File: src/rtl/arb_pkg.sv
// Shared types and helpers for the four-requester round-robin arbiter.
// Holds the FSM state encoding, requester count and one-hot decode.
package arb_pkg;

    localparam int N_REQ = 4;

    typedef enum logic {
        ARB_IDLE = 1'b0,
        ARB_BUSY = 1'b1
    } arb_state_t;

    // Encoder for a one-hot (or zero) 4-bit vector; zero maps to index 0.
    function automatic logic [1:0] onehot_to_idx(input logic [3:0] oh);
        onehot_to_idx = {oh[3] | oh[2], oh[3] | oh[1]};
    endfunction

endpackage

File: src/rtl/arb_rr4_pick.sv
// rr_pick4: combinational round-robin pick of one request.
// Ports: req[3:0], ptr[1:0] (highest-priority index) -> gnt[3:0] one-hot, any.
module rr_pick4 (
    input  logic [3:0] req,
    input  logic [1:0] ptr,
    output logic [3:0] gnt,
    output logic       any
);

    logic [7:0] rot_w;
    logic [3:0] rot;
    logic [3:0] pk;
    logic [7:0] back_w;

    // Rotate so ptr lands at bit 0, take the lowest set bit, rotate back.
    always_comb begin
        rot_w  = {req, req} >> ptr;
        rot    = rot_w[3:0];
        pk     = rot & (~rot + 4'd1);
        back_w = {pk, pk} << ptr;
        gnt    = back_w[7:4];
        any    = |req;
    end

endmodule

File: src/rtl/arb_rr4.sv
// arb_rr4: four-requester round-robin arbiter with packet locking.
// Ports: clk, reset (async, active-high); in_valid/in_last/in_ready[3:0]
// per requester; out_valid/out_last/out_ready to the consumer;
// grant[3:0] one-hot mux select (zero when idle); busy.
module arb_rr4
    import arb_pkg::*;
#(
    parameter int MAXB = 16,
    parameter int CW   = 5
) (
    input  logic       clk,
    input  logic       reset,
    input  logic [3:0] in_valid,
    input  logic [3:0] in_last,
    output logic [3:0] in_ready,
    output logic       out_valid,
    output logic       out_last,
    input  logic       out_ready,
    output logic [3:0] grant,
    output logic       busy
);

    localparam logic [CW-1:0] CLIM = CW'(MAXB - 1);

    arb_state_t    state_q, state_d;
    logic [3:0]    grant_d;
    logic [1:0]    ptr, ptr_d, ptr_nxt;
    logic [CW-1:0] cnt, cnt_d;
    logic [3:0]    pick_req, pick_gnt;
    logic [1:0]    pick_ptr;
    logic          pick_any;
    logic          xfer;

    // One picker serves both the idle arbitration and the
    // zero-bubble handover, which excludes the outgoing owner.
    assign ptr_nxt  = onehot_to_idx(grant) + 2'd1;
    assign pick_req = busy ? (in_valid & ~grant) : in_valid;
    assign pick_ptr = busy ? ptr_nxt : ptr;

    rr_pick4 u_pick (
        .req (pick_req),
        .ptr (pick_ptr),
        .gnt (pick_gnt),
        .any (pick_any)
    );

    assign busy      = (state_q == ARB_BUSY);
    assign out_valid = |(grant & in_valid);
    assign in_ready  = grant & {4{out_ready}};
    assign out_last  = busy & ((|(grant & in_last)) | (cnt == CLIM));
    assign xfer      = out_valid & out_ready;

    always_comb begin
        state_d = state_q;
        grant_d = grant;
        ptr_d   = ptr;
        cnt_d   = cnt;
        unique case (state_q)
            ARB_IDLE: begin
                if (pick_any) begin
                    grant_d = pick_gnt;
                    cnt_d   = '0;
                    state_d = ARB_BUSY;
                end
            end
            ARB_BUSY: begin
                if (xfer) begin
                    if (out_last) begin
                        ptr_d = ptr_nxt;
                        cnt_d = '0;
                        if (pick_any) begin
                            grant_d = pick_gnt;
                        end else begin
                            grant_d = '0;
                            state_d = ARB_IDLE;
                        end
                    end else begin
                        cnt_d = cnt + CW'(1);
                    end
                end
            end
        endcase
    end

    always_ff @(posedge clk or posedge reset) begin
        if (reset) begin
            state_q <= ARB_IDLE;
            grant   <= '0;
            ptr     <= '0;
            cnt     <= '0;
        end else begin
            state_q <= state_d;
            grant   <= grant_d;
            ptr     <= ptr_d;
            cnt     <= cnt_d;
        end
    end

endmodule

File: config.mk
export PLATFORM = sky130hd
export DESIGN_NAME = arb_rr4
export DESIGN_NICKNAME = d
export VERILOG_FILES = /design/src/rtl/arb_pkg.sv /design/src/rtl/arb_rr4_pick.sv /design/src/rtl/arb_rr4.sv
export SDC_FILE = /design/constraint.sdc
export NUM_CORES = 1
export LEC_CHECK = 0
export BUFFER_PORTS_ARGS = -buffer_cell sky130_fd_sc_hd__buf_2
export CELL_PAD_IN_SITES_DETAIL_PLACEMENT = 0
export CELL_PAD_IN_SITES_GLOBAL_PLACEMENT = 1
export CORE_MARGIN = 3
export CORE_UTILIZATION = 26
export DETAILED_ROUTE_END_ITERATION = 7
export PLACE_DENSITY_LB_ADDON = 0.1
export REMOVE_ABC_BUFFERS = 1
export SKIP_CTS_REPAIR_TIMING = 1
export SLEW_MARGIN = 20
export SYNTH_ARGS = -nofsm -noshare
export SYNTH_HDL_FRONTEND = slang
export SYNTH_SLANG_ARGS = --single-unit
File: constraint.sdc
create_clock -name clk -period 3.9 [get_ports clk]
set_clock_uncertainty 0.15 [all_clocks]
set_input_delay 0.585 -clock clk [delete_from_list [all_inputs] [get_ports clk]]
set_output_delay 0.585 -clock clk [all_outputs]
set_load 0.005 [all_outputs]
**After elaboration in Yosys (flattened, before gate mapping)**

Cells that the tools add are included.

- Shift operators: 2
- Bitwise gates (word level): 13
- Eq/ne operators: 4
- Add/sub/neg operators: 3
- Reduce and logical (&&, ||, !) cells: 6
- Muxes and demuxes: 15

Operators by type and width:

| kind | number |
|---|---|
| 4-bit AND | 5 |
| 4-bit two-way mux | 5 |
| 5-bit two-way mux | 3 |
| 4-bit OR reduction | 3 |
| 5-bit case mux with 2 select lines | 1 |
| 4-bit NOT | 2 |
| 4-bit case mux with 2 select lines | 1 |
| 8-bit by 2-bit left shift with 8-bit output | 1 |
| 8-bit by 2-bit >> shifter with 4-bit output | 1 |
| 3-bit AND reduction | 2 |
| 5-bit by 1-bit adder with 5-bit output (second input constant) | 1 |
| 5-bit by 4-bit equality test with 1-bit output (second input constant) | 1 |
| 4-bit by 1-bit adder with 4-bit output (second input constant) | 1 |
| 2-bit inequality test (second input constant) | 2 |
| 1-bit two-way mux | 3 |
| 1-bit OR | 3 |
| 2-bit by 1-bit adder with 2-bit output (second input constant) | 1 |
| 1-bit AND | 2 |
| 2-bit two-way mux | 1 |
| 2-bit by 1-bit inequality test with 1-bit output (second input constant) | 1 |
| 1-bit case mux with 2 select lines | 1 |
| 2-bit AND reduction | 1 |
| 1-bit NOT | 1 |

- Logic and storage cells: 47
- Bits in registers: 12

**Depth between registers and ports, before layout**

Gate-level depths: netlist of run 1.

- Depth in word-level cells: 12
- Depth in mapped cells: 8
- Depth with buffers taken out: 8

**By module**

From an unflattened synthesis of run 1, not the netlist that was laid out.

- Cell total of the unflattened synthesis: 86
- Area total of the unflattened synthesis: 805.8 um^2

Modules (own cells, without submodules):

| module | area each (um^2) | times used | cells an instance |
|---|---|---|---|
| arb_rr4 | 688.2 | 1 | 67 |
| rr_pick4 | 117.6 | 1 | 19 |

**Worst setup path after synthesis of run 1**

OpenSTA, ideal clock, no wires.

- Path kind: reg2reg
- From: reg cnt[0]
- To: reg grant[0]
- Data arrival time: 1.845 ns
- Stages on the path, launching flop included: 9
- Period minus slack after synthesis: 2.116 ns
- Buffers on the path: 0
- Setup slack: 1.784 ns
- Required time: 3.628 ns
- Library setup time: 0.122 ns
- Cells stage by stage: dfrtp_1 -> ha_1 -> and3_1 -> ha_1 -> a21oi_1 -> nand2_1 -> a31o_1 -> nor3b_1 -> a32o_1

- Longest elaborated chain between the ends: 5

RTL lines:

| what | line | text |
|---|---|---|
| start, declared | arb_rr4.sv:28 | `logic [CW-1:0] cnt, cnt_d;` |
| start signal, assigned | arb_rr4.sv:95 | `cnt <= cnt_d;` |
| 5-bit by 4-bit equality test with 1-bit output | arb_rr4.sv:50 | `assign out_last = busy & ((\|(grant & in_last)) \| (cnt == CLIM));` |
| 1-bit OR | arb_rr4.sv:50 |  |
| 1-bit AND | arb_rr4.sv:50 |  |
| 2-bit inequality test (no line) | -- |  |
| 3-bit AND reduction (no line) | -- |  |
| end signal, assigned | arb_rr4.sv:93 | `grant <= grant_d;` |
| end, declared | arb_rr4.sv:19 | `output logic [3:0] grant,` |

Every way passes these cells.
A chain may end at the register's enable or synchronous reset.

**Final worst setup path of run 1**

- From: reg cnt[0]
- To: out out_last

- Longest elaborated chain between the ends: 3

RTL lines:

| what | line | text |
|---|---|---|
| 5-bit by 4-bit equality test with 1-bit output | arb_rr4.sv:50 |  |
| 1-bit OR | arb_rr4.sv:50 |  |
| 1-bit AND | arb_rr4.sv:50 |  |
| end, declared | arb_rr4.sv:17 | `output logic out_last,` |

Every way passes these cells.

==> run_results.csv, run 1 <==
group,metric,value,unit
die,coreArea,3420,µm²
pwr,pwr-share-clk,34.0,%
route,routedWlPerCell,16.3,µm
global_routing,grt-ovfl-total,0,
setup_path,crit_slowest_cell,"dfrtp_1",
final_layout,final_cell_mix,"buf_2, dfrtp_1, nor2_1, a21oi_1",
min_path,hold_class,"input port to asynchronous set/reset pin",
setup_path,worstPathCellList,"ha_1, and3_1, ha_1, a21oi_1, and2_2, nor2_1, buf_2",
sta,finalCritPeriodShare,66.6,%
synthesis,syn_area,937,µm²
pwr,power.internal,167,µW
final_layout,area_growth,17.1,%
setup_path,path_buf_inv,1,
final_layout,nNetsFinal,143,
global_routing,globalRouteTotalUtil,14.2,%
die,die_h,66.0,µm
clock_network,root_buffer,"clkbuf_4",
status,status,"complete, no violations",
final_layout,layout.cells.non_filler,174,
route,num_vias,927,
die,num_rows,21,
die,die_area,4360,µm²
job,cap_viol_max_count,0,
sta,tightest_slew,0.714,ns
die,die_w,66.0,µm
global_routing,grt_pass1_wl,4730,µm
synthesis,synth_edf_count,0,
clock_network,clkTransAtPathRegs,0.08,ns
clock_network,numClockSinks,12,
setup_path,regToRegSetupSlack,1.54,ns
pwr,sw_frac_of_total,23.8,%
synthesis,synth_top_area_cell,"dfrtp_1",
sta,fin_crit,2.60,ns
sta,rsz0062_at_grt,"false",
route,first_iter_violations,66,
synthesis,yosysWarnings,0,
final_layout,drive_above_1_share,23.4,%
synthesis,seq_area_frac_synth,32.0,%
setup_path,critical_path_class,"flip-flop to output port",
route,antenna_left,0,
pwr,p_leak,0.510,nW
die,num_io_pins,22,
sta,relSlewSlack,52.2,%
pwr,combinationalPowerShare,9.3,%
sta,slew_violations,0,
place,hpwl,2180,µm
place,portBuffers,21,
final_layout,diodes,0,
pwr,fin_total_pwr,219,µW
route,dr.pass1.iters,4,
setup_path,worst_ep_required_time,3.16,ns
setup_path,arrival,1.86,ns
synthesis,ys.flop_type,"dfrtp_1",
sta,hold_violations,0,
route,routed_via_density,5.33,
synthesis,syn_avg_cell_area,8.60,µm²
setup_path,r2r_cells,8,
setup_path,timing.rr.end,"grant[0]",
final_layout,post-route-util,32.1,%
clock_network,numCtsBuffers,3,
clock_network,clk_latency,0.27,ns
setup_path,startpoint_type,"flip-flop",
synthesis,synth.top_cells.by_area,"dfrtp_1, a32o_1, a21oi_1",
sta,setup_viol,0,
route,drc,0,
setup_path,crit_path_max_fanout,5,
pwr,p_seq_share,56.6,%
synthesis,ys_ff_latch,12,
die,start_util,27.4,%
pwr,p_per_area,200,nW/µm²
clock_network,clock_path_buffers,2,
place,post-place-cells,171,
setup_path,end_kind,"output port",
setup_path,cpMostUsedCell,"ha_1",
clock_network,cts_tree,"done",
global_routing,grt_max_degree,17,
setup_path,startpoint,"cnt[0]",
synthesis,ys_types,42,
global_routing,grt_pass1_vias,917,
setup_path,crit_family,"simple AND/OR/NAND/NOR gates",
sta,fmax,0.385,GHz
synthesis,async_reset_ff_share,100,%
pwr,ir_worst_vdd,0.0000591,V
global_routing,antenna_found_initial,0,
place,gp_congestion,0.819,
setup_path,r2r_start,"cnt[0]",
route,totalWireLength,2830,µm
synthesis,synth_top_area_share,32.0,%
setup_path,cp_slowest_stage_delay,0.42,ns
final_layout,final_common_cell,"buf_2",
pwr,p_sw,52.3,µW
synthesis,netlist_instances,109,
sta,fin_tns_setup,0,ns
clock_network,ctsHtreeMaxLevel,1,
[worst reg2reg max path, cell delays in order, from the launching register on]
cell	delay, ns
dfrtp_1	0.42
ha_1	0.24
and3_1	0.19
ha_1	0.18
a21oi_1	0.18
nand2_1	0.17
a31o_1	0.32
nor3b_1	0.15
a32o_1	0.27
[power by group through the flow]
stage / sequential [mW] / clock, mW / combinational (mW)
6_report: 0.124 / 0.0747 / 0.0205
5_1_grt: 0.124 / 0.0862 / 0.0226
4_1_cts: 0.124 / 0.0782 / 0.0205
3_5_place_dp: 0.127 / 0 / 0.0205
3_3_place_gp: 0.127 / 0 / 0.0211
2_1_floorplan: 0.127 / 0 / 0.00925
[registers in the layout, indices dropped and copies added (netlist names)]
signal / count
cnt: 5
busy: 1
ptr: 2
grant: 4
[cells in the mapped netlist (2+ instances only)]
master,count
a21oi_1,7
and2_1,4
nand3_1,5
buf_2,5
nor2_1,9
nand2b_1,3
dfrtp_1,12
or2_1,2
ha_1,2
a21o_1,2
a22o_1,3
and3_1,2
o22ai_1,2
a32o_1,4
nand2_1,6
o21ai_1,3
o21ai_0,6
inv_1,6
nor2b_1,3
[metal layers]
metal / global-route usage, % / wire [µm]
met4: 3.81 / 22
met2: 23.8 / 1410
met5: 0 / 0
met3: 2.89 / 111
met1: 18.5 / 1290
[stage by stage]
step	hold WS (ns)	setup WS, ns	cell area [µm²]
after detailed placement	0.351	1.48	1070
after global routing	0.187	1.16	1100
after global placement	0.339	1.53	1070
after floorplan	0.300	1.78	912
final	0.170	1.30	1100
after CTS	0.174	1.26	1100
[how the worst max path moves through the flow]
stage,to,slack (ns),cells after the start
after detailed placement,grant[3],1.48,6
after CTS,out_last,1.26,7
after floorplan,grant[0],1.78,8
after global placement,grant[3],1.53,6
after global routing,out_last,1.16,7
final,out_last,1.30,7
[layout make-up]
class / instances / area, µm²
clock buffer: 3 / 22.5
fill: 357 / 2320
inverter: 6 / 22.5
multi-input combinational: 86 / 589
sequential: 12 / 300
tap: 46 / 57.6
timing repair buffer: 21 / 105
[kinds of logic after synthesis]
logic type / share of synthesized area (%)
xor gates and xnor gates: 0.935
muxes: 1.20
DFF: 32.0
adders and majority gates: 2.67
buffers and inverters: 5.07
AOI/OAI and AO/OA: 31.6
and+or+nand+nor: 26.4
(Power assumes the default switching activity.)
==> run 2: changes to the inputs <==
==> constraint.sdc (replaced) <==
create_clock -name clk -period 2.2 [get_ports clk]
set_clock_uncertainty 0.15 [all_clocks]
set_input_delay 0.33 -clock clk [delete_from_list [all_inputs] [get_ports clk]]
set_output_delay 0.33 -clock clk [all_outputs]
set_load 0.005 [all_outputs]
==> run 2 against run 1 <==
  * The flow now finishes with violations (setup timing)
  * Clock power up 140%
  * Die area is the same
  * Via count is 7.4% higher
  * Flip-flop and latch count unchanged
  * Cell area is 16% higher
  * Critical endpoint unchanged
  * Combinational power increased by 110%
  * Critical path depth is 1 higher
  * Setup slack got worse by 1.4 ns
==> run_results.csv, run 2 (same netlist as run 1, synthesis figures left out) <==
group,metric,value,unit
die,num_io_pins,22,
die,die_w,66.0,µm
global_routing,grt-ovfl-total,0,
final_layout,largest_reg_flops,5,
global_routing,grt_pass1_vias,929,
sta,setup_viol,1,
place,gp_congestion,0.830,
final_layout,reg.largest.list,"cnt (5), grant (4), ptr (2)",
global_routing,globalRouteTotalUtil,14.2,%
final_layout,multiInputGateArea,628,µm²
clock_network,clock_path_buffers,2,
clock_network,numClockSinks,12,
setup_path,end_kind,"output port",
global_routing,grt_pass1_wl,4680,µm
setup_path,startpoint_type,"flip-flop",
final_layout,drive_above_1_share,35.9,%
sta,rsz0062_at_grt,"true",
global_routing,antenna_found_initial,0,
final_layout,nNetsFinal,159,
route,antenna_left,0,
clock_network,root_buffer,"clkbuf_4",
final_layout,area_growth,36.2,%
sta,relSlewSlack,67.0,%
global_routing,grt_max_degree,14,
route,routedWlPerCell,15.3,µm
min_path,holdPathStages,2,
clock_network,ctsHtreeMaxLevel,1,
route,totalWireLength,2920,µm
clock_network,clkTransAtPathRegs,0.08,ns
place,portBuffers,21,
setup_path,worst_ep_required_time,1.72,ns
final_layout,final_common_cell,"buf_2",
final_layout,final_cell_mix,"buf_2, buf_4, dfrtp_1, nor2_1",
clock_network,clk_latency,0.27,ns
place,hpwl,2270,µm
route,dr.pass1.iters,4,
final_layout,diodes,0,
sta,tightest_slew,0.495,ns
job,cap_viol_max_count,0,
pwr,ir_worst_vdd,0.000122,V
route,num_vias,996,
sta,fmax,0.445,GHz
die,num_rows,21,
final_layout,regMostFlops,"cnt",
die,coreArea,3420,µm²
setup_path,worstPathCellList,"ha_2, and3_4, ha_4, a21oi_4, and2_4, buf_6, nor2_2, buf_2",
sta,fin_crit,2.25,ns
status,status,"complete, but fails checks",
pwr,p_leak,0.598,nW
route,first_iter_violations,52,
place,pre_cts_slack,-0.00252,ns
final_layout,seq_area,300,µm²
setup_path,r2r_cells,9,
min_path,hold_class,"input port to flip-flop",
clock_network,cts_tree,"done",
setup_path,crit_path_max_fanout,3,
sta,slew_violations,0,
sta,hold_violations,0,
setup_path,cp_slowest_stage_delay,0.41,ns
die,die_h,66.0,µm
die,start_util,27.4,%
setup_path,arrival,1.77,ns
status,violations,"setup timing",
route,routed_via_density,5.21,
clock_network,numCtsBuffers,3,
setup_path,crit_slowest_cell,"dfrtp_1",
sta,worst_slack,-0.0493,ns
route,drc,0,
die,die_area,4360,µm²
final_layout,fillCellCount,366,
sta,finalCritPeriodShare,102,%
setup_path,critical_path_class,"flip-flop to output port",
pwr,fin_total_pwr,445,µW
pwr,p_per_area,348,nW/µm²
run 2: cell count changes in the layout (fill, tap and decap cells not counted), sizes merged:
cell         delta
dlygate4sd3     +1
clkbuf          +1
buf            +15
run 2: worst paths after layout:
path / from / to / slack, ns
setup / recovery: cnt[1] / out_last / -0.05
hold / removal: in_valid[1] / grant[1] / 0.27
setup reg to reg: cnt[1] / cnt[3] / 0.12
hold reg to reg: cnt[4] / cnt[4] / 0.36
max in group asynchronous: reset / cnt[2] / 1.11
min in group asynchronous: reset / cnt[1] / 0.46
run 2: worst max-delay path: cells and delay by family, from the launching register on:
kind                       cells  cell delay [ns]
DFF                            1             0.41
adders and majority gates      2             0.37
and+or+nand+nor                3             0.37
buffers and inverters          2             0.22
AOI/OAI and AO/OA              1             0.12
run 2: cell type report:
class,instances,share of cell area [%]
multi-input combinational,86,49.2
sequential,12,23.5
timing repair buffer,37,18.1
tap,46,4.51
clock buffer,4,2.84
inverter,6,1.76
run 2: report_power, final:
part / internal (mW) / switching, mW
combinational: 0.0163 / 0.0258
clock: 0.101 / 0.0817
sequential: 0.220 / 0
total: 0.337 / 0.108
run 2: routing by layer:
metal	part of all wire (%)	GRT usage [%]
met2	47	23.7
met4	0.79	6.09
met5	0	0
met1	46	18.1
met3	5.8	1.87
run 2: stage by stage:
step / hold slack, ns / area [µm²] / cells / utilization (%) / TNS (ns)
floorplan: 0.0447 / 912 / 104 / - / 0
global placement: 0.225 / 1180 / 185 / 34.5 / 0
detailed placement: 0.235 / 1180 / 185 / 34.5 / -0.00252
CTS: -0.0788 / 1220 / 189 / 35.6 / -0.275
global route: 0.267 / 1280 / 191 / 37.4 / -0.138
finish: 0.274 / 1280 / 191 / 37.4 / -0.0493
